===== config.mk =====
export PLATFORM = sky130hd
export DESIGN_NAME = decode_stage
export DESIGN_NICKNAME = d
export VERILOG_FILES = /design/src/rtl/rv_pkg.sv /design/src/rtl/regfile_2r1w.sv /design/src/rtl/decode_stage.sv
export SDC_FILE = /design/constraint.sdc
export NUM_CORES = 2
export LEC_CHECK = 0
export CORE_ASPECT_RATIO = 1.1
export CORE_UTILIZATION = 30
export CTS_BUF_LIST = sky130_fd_sc_hd__clkbuf_16
export DETAILED_ROUTE_END_ITERATION = 10
export HOLD_SLACK_MARGIN = 0.03
export SLEW_MARGIN = 20
export SYNTH_ARGS = -nofsm -noshare
export SYNTH_HDL_FRONTEND = slang
export SYNTH_SLANG_ARGS = --single-unit
export TNS_END_PERCENT = 30

===== constraint.sdc =====
create_clock -name clk -period 50.2 [get_ports clk]
set_input_delay 10.04 -clock clk [delete_from_list [all_inputs] [get_ports clk]]
set_output_delay 10.04 -clock clk [all_outputs]
set_load 0.01 [all_outputs]

===== src/rtl/rv_pkg.sv =====
// Shared RV32 decode definitions: opcodes, branch funct3 codes and immediate formats.
package rv_pkg;

    localparam int unsigned XLEN_DEF = 32;

    localparam logic [6:0] OP_LUI    = 7'b0110111;
    localparam logic [6:0] OP_AUIPC  = 7'b0010111;
    localparam logic [6:0] OP_JAL    = 7'b1101111;
    localparam logic [6:0] OP_JALR   = 7'b1100111;
    localparam logic [6:0] OP_BRANCH = 7'b1100011;
    localparam logic [6:0] OP_LOAD   = 7'b0000011;
    localparam logic [6:0] OP_STORE  = 7'b0100011;
    localparam logic [6:0] OP_IMM    = 7'b0010011;
    localparam logic [6:0] OP_OP     = 7'b0110011;
    localparam logic [6:0] OP_FENCE  = 7'b0001111;
    localparam logic [6:0] OP_SYSTEM = 7'b1110011;

    localparam logic [2:0] F3_BEQ  = 3'd0;
    localparam logic [2:0] F3_BNE  = 3'd1;
    localparam logic [2:0] F3_BLT  = 3'd4;
    localparam logic [2:0] F3_BGE  = 3'd5;
    localparam logic [2:0] F3_BLTU = 3'd6;
    localparam logic [2:0] F3_BGEU = 3'd7;

    typedef enum logic [2:0] {ImmNone, ImmI, ImmS, ImmB, ImmU, ImmJ} imm_type_e;

    function automatic imm_type_e imm_type_of(logic [6:0] op);
        case (op)
            OP_LOAD, OP_IMM, OP_JALR: return ImmI;
            OP_STORE:                 return ImmS;
            OP_BRANCH:                return ImmB;
            OP_LUI, OP_AUIPC:         return ImmU;
            OP_JAL:                   return ImmJ;
            default:                  return ImmNone;
        endcase
    endfunction

endpackage


===== src/rtl/regfile_2r1w.sv =====
// Two-read one-write register file with optional same-cycle write-back forwarding.
module regfile_2r1w
    import rv_pkg::*;
#(
    parameter int unsigned      NREGS    = 32,
    parameter int unsigned      XLEN     = XLEN_DEF,
    parameter logic [XLEN-1:0]  SP_RESET = 32'h0001_0000,
    parameter bit               BYPASS   = 1'b1
) (
    input  logic            clk,
    input  logic            rst,
    input  logic            wb_en,
    input  logic [4:0]      wb_rd,
    input  logic [XLEN-1:0] wb_data,
    input  logic [4:0]      rs1,
    input  logic [4:0]      rs2,
    output logic [XLEN-1:0] rs1_data,
    output logic [XLEN-1:0] rs2_data
);

    localparam int unsigned AW = (NREGS > 1) ? $clog2(NREGS) : 1;

    logic [XLEN-1:0] regs_q [NREGS];

    // Entry 0 is reset to zero and never written, so x0 reads as 0 through the array.
    always_ff @(posedge clk or posedge rst) begin
        if (rst) begin
            for (int i = 0; i < NREGS; i++) begin
                regs_q[i] <= (i == 2) ? SP_RESET : '0;
            end
        end else if (wb_en && wb_rd != 5'd0 && 32'(wb_rd) < NREGS) begin
            regs_q[wb_rd[AW-1:0]] <= wb_data;
        end
    end

    function automatic logic [XLEN-1:0] read_port(logic [4:0] idx);
        if (BYPASS && wb_en && wb_rd == idx && idx != 5'd0) begin
            return wb_data;
        end else if (32'(idx) < NREGS) begin
            return regs_q[idx[AW-1:0]];
        end
        return '0;
    endfunction

    always_comb begin
        rs1_data = read_port(rs1);
        rs2_data = read_port(rs2);
    end

endmodule


===== src/rtl/decode_stage.sv =====
// RV32I/RV32E decode stage: operand read, immediate generation, branch resolution and a
// valid/ready output register whose held operands track write-backs.
module decode_stage
    import rv_pkg::*;
#(
    parameter int unsigned     XLEN     = XLEN_DEF,
    parameter int unsigned     NREGS    = 32,
    parameter logic [XLEN-1:0] SP_RESET = 32'h0001_0000,
    parameter bit              BYPASS   = 1'b1
) (
    input  logic            clk,
    input  logic            rst,
    input  logic            in_valid,
    output logic            in_ready,
    input  logic [31:0]     inst,
    input  logic [XLEN-1:0] pc,
    input  logic            flush,
    input  logic            wb_en,
    input  logic [4:0]      wb_rd,
    input  logic [XLEN-1:0] wb_data,
    output logic            out_valid,
    input  logic            out_ready,
    output logic [XLEN-1:0] out_pc,
    output logic [XLEN-1:0] out_rs1_data,
    output logic [XLEN-1:0] out_rs2_data,
    output logic [4:0]      out_rs1,
    output logic [4:0]      out_rs2,
    output logic [4:0]      out_rd,
    output logic [XLEN-1:0] out_imm,
    output logic [6:0]      out_opcode,
    output logic [2:0]      out_funct3,
    output logic            out_funct7_5,
    output logic            out_br_taken,
    output logic            out_illegal
);

    logic [6:0]        opcode;
    logic [2:0]        funct3;
    logic [4:0]        rs1, rs2, rd;
    logic [XLEN-1:0]   rs1_data, rs2_data, imm, hold_rs1_data, hold_rs2_data;
    logic signed [31:0] imm32;
    logic              known, use_rs1, use_rs2, use_rd, illegal, taken, hold_taken, accept;

    assign opcode = inst[6:0];
    assign funct3 = inst[14:12];
    assign rs1    = inst[19:15];
    assign rs2    = inst[24:20];
    assign rd     = inst[11:7];

    regfile_2r1w #(
        .NREGS    (NREGS),
        .XLEN     (XLEN),
        .SP_RESET (SP_RESET),
        .BYPASS   (BYPASS)
    ) u_regfile (
        .clk      (clk),
        .rst      (rst),
        .wb_en    (wb_en),
        .wb_rd    (wb_rd),
        .wb_data  (wb_data),
        .rs1      (rs1),
        .rs2      (rs2),
        .rs1_data (rs1_data),
        .rs2_data (rs2_data)
    );

    function automatic logic br_cmp(logic [2:0] f3, logic [XLEN-1:0] a, logic [XLEN-1:0] b);
        case (f3)
            F3_BEQ:  return a == b;
            F3_BNE:  return a != b;
            F3_BLT:  return $signed(a) < $signed(b);
            F3_BGE:  return $signed(a) >= $signed(b);
            F3_BLTU: return a < b;
            F3_BGEU: return a >= b;
            default: return 1'b0;
        endcase
    endfunction

    always_comb begin
        imm32 = '0;
        case (imm_type_of(opcode))
            ImmI:    imm32 = {{20{inst[31]}}, inst[31:20]};
            ImmS:    imm32 = {{20{inst[31]}}, inst[31:25], inst[11:7]};
            ImmB:    imm32 = {{19{inst[31]}}, inst[31], inst[7], inst[30:25], inst[11:8], 1'b0};
            ImmU:    imm32 = {inst[31:12], 12'b0};
            ImmJ:    imm32 = {{11{inst[31]}}, inst[31], inst[19:12], inst[20], inst[30:21], 1'b0};
            default: imm32 = '0;
        endcase
    end

    assign imm = XLEN'(imm32);

    // Only register fields the format actually uses count toward the index-range check.
    always_comb begin
        known   = 1'b1;
        use_rs1 = 1'b0;
        use_rs2 = 1'b0;
        use_rd  = 1'b0;
        case (opcode)
            OP_OP:                                       {use_rs1, use_rs2, use_rd} = 3'b111;
            OP_IMM, OP_LOAD, OP_JALR, OP_FENCE, OP_SYSTEM: {use_rs1, use_rd} = 2'b11;
            OP_STORE, OP_BRANCH:                         {use_rs1, use_rs2} = 2'b11;
            OP_LUI, OP_AUIPC, OP_JAL:                    use_rd = 1'b1;
            default:                                     known = 1'b0;
        endcase
    end

    assign illegal = !known
                   || (use_rs1 && 32'(rs1) >= NREGS)
                   || (use_rs2 && 32'(rs2) >= NREGS)
                   || (use_rd && 32'(rd) >= NREGS)
                   || (opcode == OP_BRANCH && (funct3 == 3'd2 || funct3 == 3'd3));
    assign taken = (opcode == OP_BRANCH) && !illegal && br_cmp(funct3, rs1_data, rs2_data);

    // Operands of a stalled bundle follow write-backs so execute never sees stale data.
    always_comb begin
        hold_rs1_data = out_rs1_data;
        hold_rs2_data = out_rs2_data;
        if (wb_en && wb_rd == out_rs1 && out_rs1 != 5'd0) hold_rs1_data = wb_data;
        if (wb_en && wb_rd == out_rs2 && out_rs2 != 5'd0) hold_rs2_data = wb_data;
        hold_taken = (out_opcode == OP_BRANCH) && !out_illegal
                   && br_cmp(out_funct3, hold_rs1_data, hold_rs2_data);
    end

    assign in_ready = !out_valid || out_ready;
    assign accept   = in_valid && in_ready && !flush;

    always_ff @(posedge clk or posedge rst) begin
        if (rst) begin
            out_valid    <= 1'b0;
            out_pc       <= '0;
            out_rs1_data <= '0;
            out_rs2_data <= '0;
            out_rs1      <= '0;
            out_rs2      <= '0;
            out_rd       <= '0;
            out_imm      <= '0;
            out_opcode   <= '0;
            out_funct3   <= '0;
            out_funct7_5 <= 1'b0;
            out_br_taken <= 1'b0;
            out_illegal  <= 1'b0;
        end else if (flush) begin
            out_valid <= 1'b0;
        end else if (accept) begin
            out_valid    <= 1'b1;
            out_pc       <= pc;
            out_rs1_data <= rs1_data;
            out_rs2_data <= rs2_data;
            out_rs1      <= rs1;
            out_rs2      <= rs2;
            out_rd       <= rd;
            out_imm      <= imm;
            out_opcode   <= opcode;
            out_funct3   <= funct3;
            out_funct7_5 <= inst[30];
            out_br_taken <= taken;
            out_illegal  <= illegal;
        end else if (out_valid && out_ready) begin
            out_valid <= 1'b0;
        end else if (out_valid) begin
            out_rs1_data <= hold_rs1_data;
            out_rs2_data <= hold_rs2_data;
            out_br_taken <= hold_taken;
        end
    end

endmodule

---- Yosys cells after proc, flatten, opt, wreduce, memory -nomap -nowiden ----
Index checks and enable logic that the tools add are counted.
W data, S select, Z words.
word-level totals
  bits in registers ....................... 1181
  output and inout bits ................... 158
  logic and storage cells ................. 169
operators by class
  magnitude comparators ................... 12
  equal/unequal tests ..................... 38
  muxes and demuxes ....................... 30
  bitwise operators ....................... 4
  reductions and logical operators ........ 40
operators by type and width
  operator              count
  $bwmux W1024          1
  $mux W32              15
  $bmux W32 S5          2
  $demux W32 S5         1
  $pmux W32 S5          1
  $ge A32 B32 Y1        4
  $lt A32 B32 Y1        4
  $eq A32 B32 Y1        2
  $ne A32 B32 Y1        2
  $eq A7 B7 Y1 const B  5
  $eq A3 B3 Y1 const B  10
  $reduce_bool A5 Y1    5
  $eq A7 B6 Y1 const B  3
  $eq A5 B5 Y1          4
  $ge A6 B6 Y1 const B  3
  $logic_and A1 B1 Y1   18
  $not A5 Y6            3
  $pmux W3 S5           1
  $eq A7 B5 Y1 const B  2
  $eq A3 B2 Y1 const B  4
  $pmux W1 S6           2
  $reduce_or A11 Y1     1
  $eq A3 B1 Y1 const B  3
  $eq A7 B2 Y1 const B  1
  other kinds (14)      27

---- Longest topological paths before layout ----
  word-level depth ........................ 10
  mapped depth ............................ 19
  depth with buffers taken out ............ 15

---- Hierarchy ----
Synthesis repeated with hierarchy kept, for this count alone.
unflattened totals
  cells, all modules ...................... 4830
  area total of the unflattened synthesis .. 64448.1 sq um
modules (own cells, without submodules)
  module        times used  cells each  area each (sq um)  seq. area each (sq um)
  regfile_2r1w  1           3837        55194.2            25625.8
  decode_stage  1           993         9253.9             3928.8

---- Least setup slack after synthesis ----
OpenSTA, ideal clock, no wires.
  kind .................................... input to output
  start point ............................. in out_ready
  end point ............................... out in_ready
  arrival time ............................ 10429 ps
  slack ................................... 29731 ps
  stages .................................. 2
  path buffers ............................ 0
  cells stage by stage .................... nor2b_1 > inv_1
on the way
  cells in the longest elaborated chain, start to end .. 1
RTL lines
  element             RTL line             RTL
  start: declaration  decode_stage.sv:22   input logic out_ready,
  $logic_or A1 B1 Y1  decode_stage.sv:125  assign in_ready = !out_valid || out_ready;
  end: declaration    decode_stage.sv:14   output logic in_ready,
Every way passes these cells.

---- Final worst setup path ----
Ends and elaborated chain as after synthesis.

==> results.py <==
metrics = {
    "outcome": {
        "status": "completed",
    },
    "timing": {
        "hold_ws_ps": 393,
        "setup_viol": 0,
        "skew_ps": 25.3,
        "hold_viol": 0,
        "grt_setup_unrepaired": "no",
        "worst_slew_pin_slew_ps": 1150,
        "setup_ws_ps": 28710,
        "tns_ps": 0,
        "finalCriticalPeriod_ps": 21490,
        "slew_headroom_pct": 23.5,
        "fin_crit_sh_pct": 42.8,
        "clock.fmax_ghz": 0.0465,
        "maxSlewViolCount": 0,
    },
    "power_and_ir_drop": {
        "p_switching_mw": 0.837,
        "powerDensity_nw_per_um2": 39.9,
        "seqPwrFrac_pct": 43.7,
        "total_power_mw": 2.90,
        "power.internal_mw": 2.06,
        "vdd_drop_max_uv": 26.3,
        "power.leakage_nw": 30.7,
        "p_clk_share_pct": 31.8,
        "combPwrFrac_pct": 24.5,
        "p_sw_share_pct": 28.9,
    },
    "finish": {
        "final_cell_mix": "dfrtp_1 (1180), mux2_2 (1024), mux4_2 (640), clkdlybuf4s50_1 (253), nand2_1 (246)",
        "drive_gt1_share_pct": 45.8,
        "fill_cells": 20047,
        "layout.cells.non_filler": 7131,
        "nets": 4445,
        "final_common_cell": "dfrtp_1",
        "area_growth_pct": 14.9,
    },
    "worst_setup_path": {
        "r2r_slack_ps": 45110,
        "cp.required_ps": 40160,
        "r2r_end": "out_br_taken",
        "criticalPathCategory": "primary input to output port",
        "worst-r2r-cell-count": 14,
        "worst_setup_path_end_kind": "output port",
        "crit_start": "out_ready",
        "cp_data_arrival_time_ps": 11450,
        "startpoint_type": "primary input",
        "worst-path-max-fanout": 6,
        "endpoint": "in_ready",
        "rr_startpoint": "out_rs1[2]",
    },
    "synth": {
        "syn_inst": 4244,
        "synthArstFlopShare_pct": 100,
        "yosysTopAreaCell": "dfrtp_1",
        "synth_cell_types": 54,
        "ys_seq_area_share_pct": 46.8,
        "postSynthAreaPerCell_um2": 14.9,
        "synth.ff_latch_count": 1181,
        "synth_top_area_share_pct": 46.7,
        "yosysWarnings": 0,
        "syn_area_um2": 63200,
        "yosys-top-cells-area": "dfrtp_1 (47%), mux4_2 (23%), mux2_2 (18%), clkbuf_1 (1.8%), nand2_1 (1.6%)",
        "synth_ff_type": "dfrtp_1",
        "syn_nets": 4415,
        "synth-edff-count": 0,
    },
    "place": {
        "gp_congestion": 0.784,
        "port_buffers": 264,
        "post-dp-hpwl_mm": 117,
        "place_inst": 6900,
        "preCtsSetupSlack_ps": 28730,
    },
    "clocking": {
        "hold_buffers": 0,
        "cts-root-buf": "clkbuf_16",
        "cts-resized-gates": 0,
        "postCtsSetupBuffers": 0,
        "cts_tree": "yes",
        "clkTransAtPathRegs_ps": 60,
        "cts.sinks": 1181,
        "clock_latency_ps": 770,
        "numCtsBuffers": 130,
        "htreeDepth": 4,
        "cts_max_path_buffers": 3,
    },
    "die": {
        "core-area_um2": 209000,
        "initial_utilization_pct": 30.2,
        "rows": 176,
        "fp.dieW_um": 440,
        "chipHeight_um": 483,
        "ios": 265,
        "die_area_um2": 212000,
    },
    "routing": {
        "avgRoutedWirePerCell_um": 28.8,
        "final_antenna_net_count": 0,
        "drt_iter0_drc": 3072,
        "drc_errors": 0,
        "dr.pass1.iters": 7,
        "vias": 40015,
        "wirelength_mm": 205,
        "via_per_inst": 5.61,
    },
    "global_route": {
        "grt_overflow_total": 0,
        "grt_max_degree": 159,
        "first_global_vias": 41779,
        "grt_pass1_wl_mm": 299,
        "antenna_found_initial": 7,
        "groute.usage.overall_pct": 19.3,
    },
    "worst_hold_path": {
        "hp-class": "flip-flop to flip-flop",
    },
    "job": {
        "cap_violations": 0,
    },
}
[Yosys cell counts, types with 17 or more instances]
cell type and instances:
buf_1 103, ha_1 64, dfrtp_1 1180, a21oi_1 73, o21ai_0 48, nor2_1 143, nand2_1 263, mux4_2 640
buf_2 51, a221o_1 73, mux2_2 1024, clkbuf_1 310, mux2i_1 98, nand4_1 17
[power groups by stage]
stage / logic, mW / registers [mW] / clock network (mW)
floorplan: 0.501 / 1.24 / 0
global placement: 0.699 / 1.26 / 0
detailed placement: 0.709 / 1.28 / 0
CTS: 0.712 / 1.26 / 0.942
global route: 0.762 / 1.29 / 0.978
finish: 0.708 / 1.27 / 0.921
[area by class of cell]
class                   count  area [um2]  area share, %
diodes                      3        7.51         0.0103
clock buffers             135        3380           4.65
clock inverters            92         591          0.813
inverters                   8        37.5         0.0517
multi-input cells        2582       32000           44.1
flip-flops and latches   1181       29600           40.7
well taps                2759        3450           4.75
repair buffers            371        3560           4.91
[logic make-up (layout without fill, tap and decap cells)]
kind of cell,Yosys count,after routing,share of synthesized area (%)
AOI/OAI and AO/OA,248,248,2.75
xor gates and xnor gates,23,23,0.319
adders and majority gates,64,64,1.27
buffers and inverters,481,606,3.05
DFF,1181,1181,46.8
muxes,1762,1762,42.6
other,0,3,0
and+or+nand+nor,485,485,3.22
[layer usage]
metal	track usage [%]	part of all wire, %	vias up
met5	0	0.013	-
met4	8.35	4.4	4
met3	3.66	6.7	405
met2	31.0	48	1504
met1	25.2	41	21794
li1	-	-	16308
[stage by stage]
| step | instance area (um2) | utilization, % |
|---|---|---|
| after floorplan | 63200 | - |
| after global placement | 68600 | 32.8 |
| after detailed placement | 68600 | 32.8 |
| after CTS | 72600 | 34.7 |
| after global routing | 72600 | 34.7 |
| final | 72600 | 34.7 |
[sequential cells by signal, indices dropped and copies added (netlist names), 5 cells and up]
signal and flops:
out_imm 32, out_opcode 7, out_pc 32, out_rd 5, out_rs1 5, out_rs1_data 32
out_rs2 5, out_rs2_data 32, u_regfile.regs_q 1024
[critical path, stage by stage]
cell and delay, ps:
clkdlybuf4s50_1 400, nor2b_1 350, inv_1 150, clkdlybuf4s50_1 510
[worst min path at each step]
stage | from | endpoint | slack (ps) | cells after the start
2_1_floorplan | u_regfile.regs_q[1000] | u_regfile.regs_q[1000] | 440 | 1
3_3_place_gp | u_regfile.regs_q[1005] | u_regfile.regs_q[1005] | 380 | 0
3_5_place_dp | u_regfile.regs_q[1015] | u_regfile.regs_q[1015] | 380 | 0
4_1_cts | u_regfile.regs_q[1008] | u_regfile.regs_q[1008] | 400 | 0
5_1_grt | u_regfile.regs_q[996] | u_regfile.regs_q[996] | 410 | 0
6_report | u_regfile.regs_q[1015] | u_regfile.regs_q[1015] | 390 | 0
Note: power is estimated with default switching activity, not from simulation.
